<file path="src/rtl/ctrl_pkg.sv">
// Shared encodings for the pipelined MIPS control unit: opcode/funct values,
// ALU operation codes and the control bundle carried down the pipeline.
package ctrl_pkg;

  localparam logic [5:0] OP_RTYPE = 6'b000000;
  localparam logic [5:0] OP_LW    = 6'b100011;
  localparam logic [5:0] OP_SW    = 6'b101011;
  localparam logic [5:0] OP_BEQ   = 6'b000100;
  localparam logic [5:0] OP_BNE   = 6'b000101;
  localparam logic [5:0] OP_ADDI  = 6'b001000;
  localparam logic [5:0] OP_ANDI  = 6'b001100;
  localparam logic [5:0] OP_ORI   = 6'b001101;
  localparam logic [5:0] OP_SLTI  = 6'b001010;
  localparam logic [5:0] OP_J     = 6'b000010;
  localparam logic [5:0] OP_JAL   = 6'b000011;

  localparam logic [5:0] FN_ADD = 6'b100000;
  localparam logic [5:0] FN_SUB = 6'b100010;
  localparam logic [5:0] FN_AND = 6'b100100;
  localparam logic [5:0] FN_OR  = 6'b100101;
  localparam logic [5:0] FN_SLT = 6'b101010;

  localparam logic [2:0] ALU_AND = 3'b000;
  localparam logic [2:0] ALU_OR  = 3'b001;
  localparam logic [2:0] ALU_ADD = 3'b010;
  localparam logic [2:0] ALU_SUB = 3'b110;
  localparam logic [2:0] ALU_SLT = 3'b111;

  typedef struct packed {
    logic       valid;
    logic       regwrite;
    logic       memtoreg;
    logic       memwrite;
    logic       alusrc;
    logic       regdst;
    logic       link;
    logic [2:0] alucontrol;
  } ctrl_t;

  localparam ctrl_t BUBBLE = '0;

endpackage

</file>
<file path="src/rtl/ctrl_pipe_if.sv">
// Decode inputs, stall/flush controls and per-stage control outputs of ctrl_pipe.
interface ctrl_pipe_if #(
  parameter int MEM_STAGES = 1,
  parameter int CNT_W      = 32
);
  logic [5:0]            op;
  logic [5:0]            funct;
  logic                  equalID;
  logic                  stallE;
  logic                  flushE;
  logic                  flushM;
  logic                  branchD;
  logic                  jumpD;
  logic                  pcsrcD;
  logic                  illegalD;
  logic                  alusrcE;
  logic                  regdstE;
  logic                  linkE;
  logic [2:0]            alucontrolE;
  logic                  regwriteE;
  logic                  memtoregE;
  logic                  memwriteM;
  logic [MEM_STAGES-1:0] regwriteMv;
  logic [MEM_STAGES-1:0] memtoregMv;
  logic                  regwriteW;
  logic                  memtoregW;
  logic                  linkW;
  logic                  illegal_sticky;
  logic [CNT_W-1:0]      retired;

  modport master (
    output op, funct, equalID, stallE, flushE, flushM,
    input  branchD, jumpD, pcsrcD, illegalD, alusrcE, regdstE, linkE, alucontrolE,
           regwriteE, memtoregE, memwriteM, regwriteMv, memtoregMv,
           regwriteW, memtoregW, linkW, illegal_sticky, retired
  );

  modport slave (
    input  op, funct, equalID, stallE, flushE, flushM,
    output branchD, jumpD, pcsrcD, illegalD, alusrcE, regdstE, linkE, alucontrolE,
           regwriteE, memtoregE, memwriteM, regwriteMv, memtoregMv,
           regwriteW, memtoregW, linkW, illegal_sticky, retired
  );
endinterface

</file>
<file path="src/rtl/ctrl_decode.sv">
// Combinational op/funct decoder producing the control bundle, branch/jump
// qualifiers and the illegal-instruction indication.
module ctrl_decode
  import ctrl_pkg::*;
(
  input  logic [5:0] op,
  input  logic [5:0] funct,
  output ctrl_t      ctrl,
  output logic       branch,
  output logic       jump,
  output logic       ne,
  output logic       illegal
);

  always_comb begin
    // NOTE: every output gets a default first so no path can infer a latch.
    ctrl    = BUBBLE;
    branch  = 1'b0;
    jump    = 1'b0;
    ne      = 1'b0;
    illegal = 1'b0;
    case (op)
      OP_RTYPE: begin
        ctrl.regwrite = 1'b1;
        ctrl.regdst   = 1'b1;
        case (funct)
          FN_ADD:  ctrl.alucontrol = ALU_ADD;
          FN_SUB:  ctrl.alucontrol = ALU_SUB;
          FN_AND:  ctrl.alucontrol = ALU_AND;
          FN_OR:   ctrl.alucontrol = ALU_OR;
          FN_SLT:  ctrl.alucontrol = ALU_SLT;
          default: illegal = 1'b1;
        endcase
      end
      OP_LW:   begin ctrl.regwrite = 1'b1; ctrl.alusrc = 1'b1; ctrl.memtoreg = 1'b1; ctrl.alucontrol = ALU_ADD; end
      OP_SW:   begin ctrl.memwrite = 1'b1; ctrl.alusrc = 1'b1; ctrl.alucontrol = ALU_ADD; end
      OP_BEQ:  begin branch = 1'b1; ctrl.alucontrol = ALU_SUB; end
      OP_BNE:  begin branch = 1'b1; ne = 1'b1; ctrl.alucontrol = ALU_SUB; end
      OP_ADDI: begin ctrl.regwrite = 1'b1; ctrl.alusrc = 1'b1; ctrl.alucontrol = ALU_ADD; end
      OP_ANDI: begin ctrl.regwrite = 1'b1; ctrl.alusrc = 1'b1; ctrl.alucontrol = ALU_AND; end
      OP_ORI:  begin ctrl.regwrite = 1'b1; ctrl.alusrc = 1'b1; ctrl.alucontrol = ALU_OR;  end
      OP_SLTI: begin ctrl.regwrite = 1'b1; ctrl.alusrc = 1'b1; ctrl.alucontrol = ALU_SLT; end
      OP_J:    jump = 1'b1;
      OP_JAL:  begin jump = 1'b1; ctrl.regwrite = 1'b1; ctrl.link = 1'b1; end
      default: illegal = 1'b1;
    endcase

    // An illegal instruction must not leak any partially decoded control.
    if (illegal) begin
      ctrl   = BUBBLE;
      branch = 1'b0;
      jump   = 1'b0;
      ne     = 1'b0;
    end else begin
      ctrl.valid = 1'b1;
    end
  end

endmodule

</file>
<file path="src/rtl/ctrl_pipe.sv">
// Pipelined MIPS control unit: carries the decoded bundle through E, M1..Mn and W
// with stall/flush, illegal-opcode trapping and a retired-instruction counter.
module ctrl_pipe
  import ctrl_pkg::*;
#(
  parameter int MEM_STAGES = 1,
  parameter int CNT_W      = 32
) (
  input logic        clk,
  input logic        reset,
  ctrl_pipe_if.slave bus
);

  ctrl_t            dec_ctrl;
  ctrl_t            e_q;
  ctrl_t            m_q [MEM_STAGES];
  ctrl_t            w_q;
  logic             dec_branch, dec_jump, dec_ne, dec_illegal;
  logic             sticky_q;
  logic [CNT_W-1:0] retired_q;
  logic             unused_w;

  ctrl_decode u_decode (
    .op      (bus.op),
    .funct   (bus.funct),
    .ctrl    (dec_ctrl),
    .branch  (dec_branch),
    .jump    (dec_jump),
    .ne      (dec_ne),
    .illegal (dec_illegal)
  );

  assign bus.branchD  = dec_branch;
  assign bus.jumpD    = dec_jump;
  assign bus.illegalD = dec_illegal;
  assign bus.pcsrcD   = dec_branch & (bus.equalID ^ dec_ne);

  // NOTE: state is updated with non-blocking assignments so stages shift in lockstep.
  always_ff @(posedge clk or negedge reset) begin
    if (!reset)            e_q <= BUBBLE;
    else if (bus.flushE)   e_q <= BUBBLE;
    else if (!bus.stallE)  e_q <= dec_ctrl;
  end

  for (genvar i = 0; i < MEM_STAGES; i++) begin : g_mem
    if (i == 0) begin : g_m1
      // A held E register must not also advance, so M1 takes a bubble on stall.
      always_ff @(posedge clk or negedge reset) begin
        if (!reset)                          m_q[0] <= BUBBLE;
        else if (bus.flushM || bus.stallE)   m_q[0] <= BUBBLE;
        else                                 m_q[0] <= e_q;
      end
    end else begin : g_mn
      always_ff @(posedge clk or negedge reset) begin
        if (!reset) m_q[i] <= BUBBLE;
        else        m_q[i] <= m_q[i-1];
      end
    end
    assign bus.regwriteMv[i] = m_q[i].regwrite;
    assign bus.memtoregMv[i] = m_q[i].memtoreg;
  end

  always_ff @(posedge clk or negedge reset) begin
    if (!reset) begin
      w_q       <= BUBBLE;
      sticky_q  <= 1'b0;
      retired_q <= '0;
    end else begin
      w_q <= m_q[MEM_STAGES-1];
      if (dec_illegal && !bus.flushE) sticky_q <= 1'b1;
      if (w_q.valid) retired_q <= retired_q + 1'b1;
    end
  end

  assign bus.alusrcE        = e_q.alusrc;
  assign bus.regdstE        = e_q.regdst;
  assign bus.linkE          = e_q.link;
  assign bus.alucontrolE    = e_q.alucontrol;
  assign bus.regwriteE      = e_q.regwrite;
  assign bus.memtoregE      = e_q.memtoreg;
  assign bus.memwriteM      = m_q[0].memwrite;
  assign bus.regwriteW      = w_q.regwrite;
  assign bus.memtoregW      = w_q.memtoreg;
  assign bus.linkW          = w_q.link;
  assign bus.illegal_sticky = sticky_q;
  assign bus.retired        = retired_q;

  // Writeback only consumes a subset of the bundle.
  assign unused_w = ^{w_q.memwrite, w_q.alusrc, w_q.regdst, w_q.alucontrol};

endmodule
</file>
<file path="src/flat_wrapper.sv">
// flat-port wrapper written by rule: the top's interface ports become plain ports
module ctrl_pipe_flat import ctrl_pkg::*;
#(
  parameter int MEM_STAGES = 1,
  parameter int CNT_W      = 32
)
  (clk, reset, bus_op, bus_funct, bus_equalID, bus_stallE, bus_flushE, bus_flushM, bus_branchD, bus_jumpD, bus_pcsrcD, bus_illegalD, bus_alusrcE, bus_regdstE, bus_linkE, bus_alucontrolE, bus_regwriteE, bus_memtoregE, bus_memwriteM, bus_regwriteMv, bus_memtoregMv, bus_regwriteW, bus_memtoregW, bus_linkW, bus_illegal_sticky, bus_retired);
  ctrl_pipe_if #(.MEM_STAGES(MEM_STAGES), .CNT_W(CNT_W)) bus_i ();
  input logic clk;
  input logic reset;
  input wire logic [$bits(bus_i.op)-1:0] bus_op;
  input wire logic [$bits(bus_i.funct)-1:0] bus_funct;
  input wire logic [$bits(bus_i.equalID)-1:0] bus_equalID;
  input wire logic [$bits(bus_i.stallE)-1:0] bus_stallE;
  input wire logic [$bits(bus_i.flushE)-1:0] bus_flushE;
  input wire logic [$bits(bus_i.flushM)-1:0] bus_flushM;
  output wire logic [$bits(bus_i.branchD)-1:0] bus_branchD;
  output wire logic [$bits(bus_i.jumpD)-1:0] bus_jumpD;
  output wire logic [$bits(bus_i.pcsrcD)-1:0] bus_pcsrcD;
  output wire logic [$bits(bus_i.illegalD)-1:0] bus_illegalD;
  output wire logic [$bits(bus_i.alusrcE)-1:0] bus_alusrcE;
  output wire logic [$bits(bus_i.regdstE)-1:0] bus_regdstE;
  output wire logic [$bits(bus_i.linkE)-1:0] bus_linkE;
  output wire logic [$bits(bus_i.alucontrolE)-1:0] bus_alucontrolE;
  output wire logic [$bits(bus_i.regwriteE)-1:0] bus_regwriteE;
  output wire logic [$bits(bus_i.memtoregE)-1:0] bus_memtoregE;
  output wire logic [$bits(bus_i.memwriteM)-1:0] bus_memwriteM;
  output wire logic [$bits(bus_i.regwriteMv)-1:0] bus_regwriteMv;
  output wire logic [$bits(bus_i.memtoregMv)-1:0] bus_memtoregMv;
  output wire logic [$bits(bus_i.regwriteW)-1:0] bus_regwriteW;
  output wire logic [$bits(bus_i.memtoregW)-1:0] bus_memtoregW;
  output wire logic [$bits(bus_i.linkW)-1:0] bus_linkW;
  output wire logic [$bits(bus_i.illegal_sticky)-1:0] bus_illegal_sticky;
  output wire logic [$bits(bus_i.retired)-1:0] bus_retired;
  assign bus_i.op = bus_op;
  assign bus_i.funct = bus_funct;
  assign bus_i.equalID = bus_equalID;
  assign bus_i.stallE = bus_stallE;
  assign bus_i.flushE = bus_flushE;
  assign bus_i.flushM = bus_flushM;
  assign bus_branchD = bus_i.branchD;
  assign bus_jumpD = bus_i.jumpD;
  assign bus_pcsrcD = bus_i.pcsrcD;
  assign bus_illegalD = bus_i.illegalD;
  assign bus_alusrcE = bus_i.alusrcE;
  assign bus_regdstE = bus_i.regdstE;
  assign bus_linkE = bus_i.linkE;
  assign bus_alucontrolE = bus_i.alucontrolE;
  assign bus_regwriteE = bus_i.regwriteE;
  assign bus_memtoregE = bus_i.memtoregE;
  assign bus_memwriteM = bus_i.memwriteM;
  assign bus_regwriteMv = bus_i.regwriteMv;
  assign bus_memtoregMv = bus_i.memtoregMv;
  assign bus_regwriteW = bus_i.regwriteW;
  assign bus_memtoregW = bus_i.memtoregW;
  assign bus_linkW = bus_i.linkW;
  assign bus_illegal_sticky = bus_i.illegal_sticky;
  assign bus_retired = bus_i.retired;
  ctrl_pipe #(.MEM_STAGES(MEM_STAGES), .CNT_W(CNT_W)) u_core (.clk(clk), .reset(reset), .bus(bus_i));
endmodule
</file>
<file path="config.mk">
export PLATFORM = sky130hd
export DESIGN_NAME = ctrl_pipe_flat
export DESIGN_NICKNAME = d
export VERILOG_FILES = /design/src/rtl/ctrl_pkg.sv /design/src/rtl/ctrl_pipe_if.sv /design/src/rtl/ctrl_decode.sv /design/src/rtl/ctrl_pipe.sv /design/src/flat_wrapper.sv
export SDC_FILE = /design/constraint.sdc
export NUM_CORES = 1
export LEC_CHECK = 0
export ABC_AREA = 0
export CAP_MARGIN = 20
export CORE_UTILIZATION = 44
export CTS_CLUSTER_DIAMETER = 40
export DETAILED_ROUTE_END_ITERATION = 8
export GPL_TIMING_DRIVEN = 0
export HOLD_SLACK_MARGIN = 0.1
export PLACE_DENSITY = 0.87
export SLEW_MARGIN = 25
export SYNTH_ARGS = -nofsm -noshare
export SYNTH_HDL_FRONTEND = slang
export SYNTH_HIERARCHICAL = 1
export SYNTH_SLANG_ARGS = --single-unit
</file>
<file path="constraint.sdc">
create_clock -name clk -period 2.2 [get_ports clk]
set_input_delay 0.66 -clock clk [delete_from_list [all_inputs] [get_ports clk]]
set_output_delay 0.66 -clock clk [all_outputs]
set_load 0.01 [all_outputs]
</file>
==> metrics.md, run 1 <==
| Metric | Value |
|---|---|
| Crit-path cells | buf_6, buf_6, or4b_4, a31oi_4, a221oi_4, buf_2 |
| # diodes | 0 |
| Slew @ Worst Pin | 0.726 ns |
| Worst setup margin | -0.287 ns |
| Final slew viol count | 0 |
| Initial DRC count | 147 |
| Initial antenna violation count | 0 |
| DRC Markers | 0 |
| Post-Layout Cell Count | 400 |
| Core area | 5640 sq um |
| First-pass GRT wire length | 9430 um |
| GPL Wtd Cong | 0.829 |
| Max-Cap Viols | 0 |
| Die Width | 79.6 um |
| Largest net degree at the start of global routing | 53 |
| Number of global-route vias before repair | 1980 |
| Router iterations before antenna repair | 4 |
| Power per standard cell area | 479 nW/um^2 |
| Setup TNS | -0.481 ns |
| Crit path max-delay family | simple AND/OR/NAND/NOR gates |
| Longest Clk Path Bufs | 2 |
| DR WL/cell | 14.3 um |
| Max Clock Freq | 0.402 GHz |
| Grt total ovfl | 0 |
| Fillers | 436 |
| Leakage | 1.73 nW |
| I/O Pins | 69 |
| Slowest CP cell | or4b_4 |
| Slew HR | 51.6% |
| Most used DFF post-synth | dfrtp_1 |
| DR vias | 2114 |
| Site Rows | 27 |
| Placed cells | 381 |
| Endpoints failing hold | 0 |
| RSZ-0062 raised after global routing | true |
| Cell Area, Synth | 2650 sq um |
| Die Area | 6330 sq um |
| Netlist cell types | 49 |
| Dpl hpwl | 3980 um |
| Final setup violating endpoints | 2 |
| CP Buf/Inv Count | 3 |
| Outcome | complete, but fails checks |
| Final wirelength | 5720 um |
| Sequential area share after synthesis | 49.1% |
| Initial Utilization | 46.9% |
| Critical path arrival | 1.83 ns |
| Post-synth EDFFs | 0 |
| WHS | 0.358 ns |
| WP data required | 1.54 ns |
| CTS root buffer | clkbuf_8 |
| Worst path max stage delay | 0.49 ns |
| Tot GR Track Use | 19.2% |
| Crit Path Class | in -> out |
| Yosys reg bits | 52 |
| Syn_area_per_cell | 10.9 sq um |
| Layout cells sized above 1 | 19.5% |
| Number of nets still failing antenna checks after routing | 0 |
| Post-synth net total | 262 |
| Most used cell, CP | buf_6 |
| Cells after Synth | 243 |
| Crit. End Element | output port |
| Final clock skew | 0.00596 ns |
| Final Util | 64.8% |
| Yosys warns | 6 |
| Nets | 346 |
| Die Y | 79.6 um |
| Crit share post-route | 113% |
| Maximum VDD drop | 0.000281 V |
| Setup crit start kind | input port |
| Cts bufs inserted | 5 |
| CTS tree | built |
| Area grow syn2layout | 38.0% |
| H-tree depth | 2 |
| Synth async-reset ratio | 100% |
| Place WS | -1.15 ns |
| Clock transition at path regs | 0.08 ns |
| Via density | 5.29 |
| Tmin final | 2.49 ns |
| Failing checks | setup timing |
| Critical path fanouts, max | 4 |
| Worst min path class | reg -> reg |
| Clock Sinks | 52 |
| PortBufs | 66 |
| Hold Buf Count CTS | 0 |
| Clk_lat worst skew | 0.30 ns |
==> layer usage <==
metal,share of wire [%],global-route usage [%],vias up
li1,-,-,1010
met1,43,25.2,1030
met2,51,31.6,66
met3,4.9,4.00,8
met4,1.1,5.64,0
met5,0,0,-
==> cell type report <==
cell class | instances | area [sq um] | area share [%]
multi-input combinational | 176 | 1340 | 36.6
sequential | 52 | 1300 | 35.6
timing repair buffer | 77 | 724 | 19.8
buffer | 11 | 95.1 | 2.60
clock buffer | 8 | 90.1 | 2.46
tap | 72 | 90.1 | 2.46
inverter | 4 | 15.0 | 0.411
==> synthesized netlist by cell type (all sizes together), types with 3 or more instances <==
master | number | share of area (%)
nor3 | 12 | 2.3
nand2 | 16 | 2.3
a21oi | 4 | 0.76
xor2 | 24 | 7.9
nand2b | 4 | 0.95
nand4 | 6 | 2.6
mux2i | 10 | 3.8
and2 | 10 | 2.4
nor4 | 10 | 4.0
xnor2 | 8 | 2.6
dfrtp | 52 | 49
and4 | 4 | 1.4
and3 | 5 | 1.2
nor2b | 3 | 0.71
nor2 | 25 | 3.5
buf | 9 | 2.9
inv | 4 | 0.57
o21ai | 3 | 0.57
nand3 | 11 | 2.3
==> layout by cell type, fill, tap and decap left out, types with 4 or more instances in the layout <==
cell type	instances
clkbuf_1	4
xnor2_1	8
and2_1	8
and3_1	4
buf_4	16
nand2b_1	4
clkbuf_8	6
clkdlybuf4s50_1	52
nor4_1	6
xor2_1	24
nand3_1	10
inv_1	4
dfrtp_1	52
nor2_1	24
nand2_1	16
nor3_1	10
buf_2	4
buf_6	6
mux2i_1	10
a21oi_1	4
nand4_1	4
==> per-stage QoR <==
stage,total power [mW],cell area [sq um]
global route,1.83,3650
global placement,1.19,3440
finish,1.75,3650
detailed placement,1.20,3430
CTS,1.76,3610
floorplan,1.09,2690
==> sequential cells by signal, indices dropped and copies added, names as in the netlist, 2 cells and up <==
name and flops:
u_core/m_q 2, u_core/bus.alucontrolE 3, u_core/bus.retired 32, u_core/e_q 2
==> timing repair <==
action | CTS | global route
resized for setup | 46 | 14
pin swaps | 5 | 8
setup buffers | 9 | 3
setup endpoints to repair | 6 | 5
==> worst reg2reg max path, stage by stage (launching register included) <==
cell and delay [ns]:
dfrtp_1 0.42, ha_1 0.24, nand4_4 0.21, or2_0 0.25
buf_2 0.17, nor4_4 0.27, xor2_1 0.17
==> report_power, final <==
group | switching (mW) | internal (mW)
clock network | 0.292 | 0.257
logic | 0.103 | 0.110
registers | 0.0186 | 0.971
total | 0.414 | 1.34
==> cells by family (layout without fill, tap and decap cells) <==
group                    Yosys count  count (layout)  synth area share [%]
XOR/XNOR                          32              32                  10.6
AND/OR/NAND/NOR                  116             116                  27.0
flip-flops                        52              52                  49.1
multiplexers                      11              11                  4.21
adder cells (fa/ha/maj)            1               1                 0.473
AO/OA/AOI/OAI                     16              16                  4.82
buffers and inverters             15             100                  3.78
==> path summary, 6_finish.rpt <==
kind	startpoint	end	slack, ns	depth (start not counted)
worst max-delay path	bus_op[3]	bus_illegalD	-0.29	6
worst min-delay path	u_core/m_q[9]	u_core/w_q[9]	0.36	0
worst max register to register	u_core/bus.retired[0]	u_core/bus.retired[22]	0.41	6
worst min register to register	u_core/m_q[9]	u_core/w_q[9]	0.36	0
max in group asynchronous	reset	u_core/bus.retired[13]	1.40	1
min in group asynchronous	reset	u_core/bus.retired[31]	0.38	1
No activity file was read; power rests on OpenSTA's default activity.
==> run 2, diff against run 1 <==
--- a/config.mk
+++ b/config.mk
@@ -6,7 +6,6 @@
 export NUM_CORES = 1
 export LEC_CHECK = 0
 export ABC_AREA = 0
-export CAP_MARGIN = 20
 export CORE_UTILIZATION = 44
 export CTS_CLUSTER_DIAMETER = 40
 export DETAILED_ROUTE_END_ITERATION = 8
==> results of run 2 <==
Same layout as run 1: the final DEF is identical, and so are final timing and power.
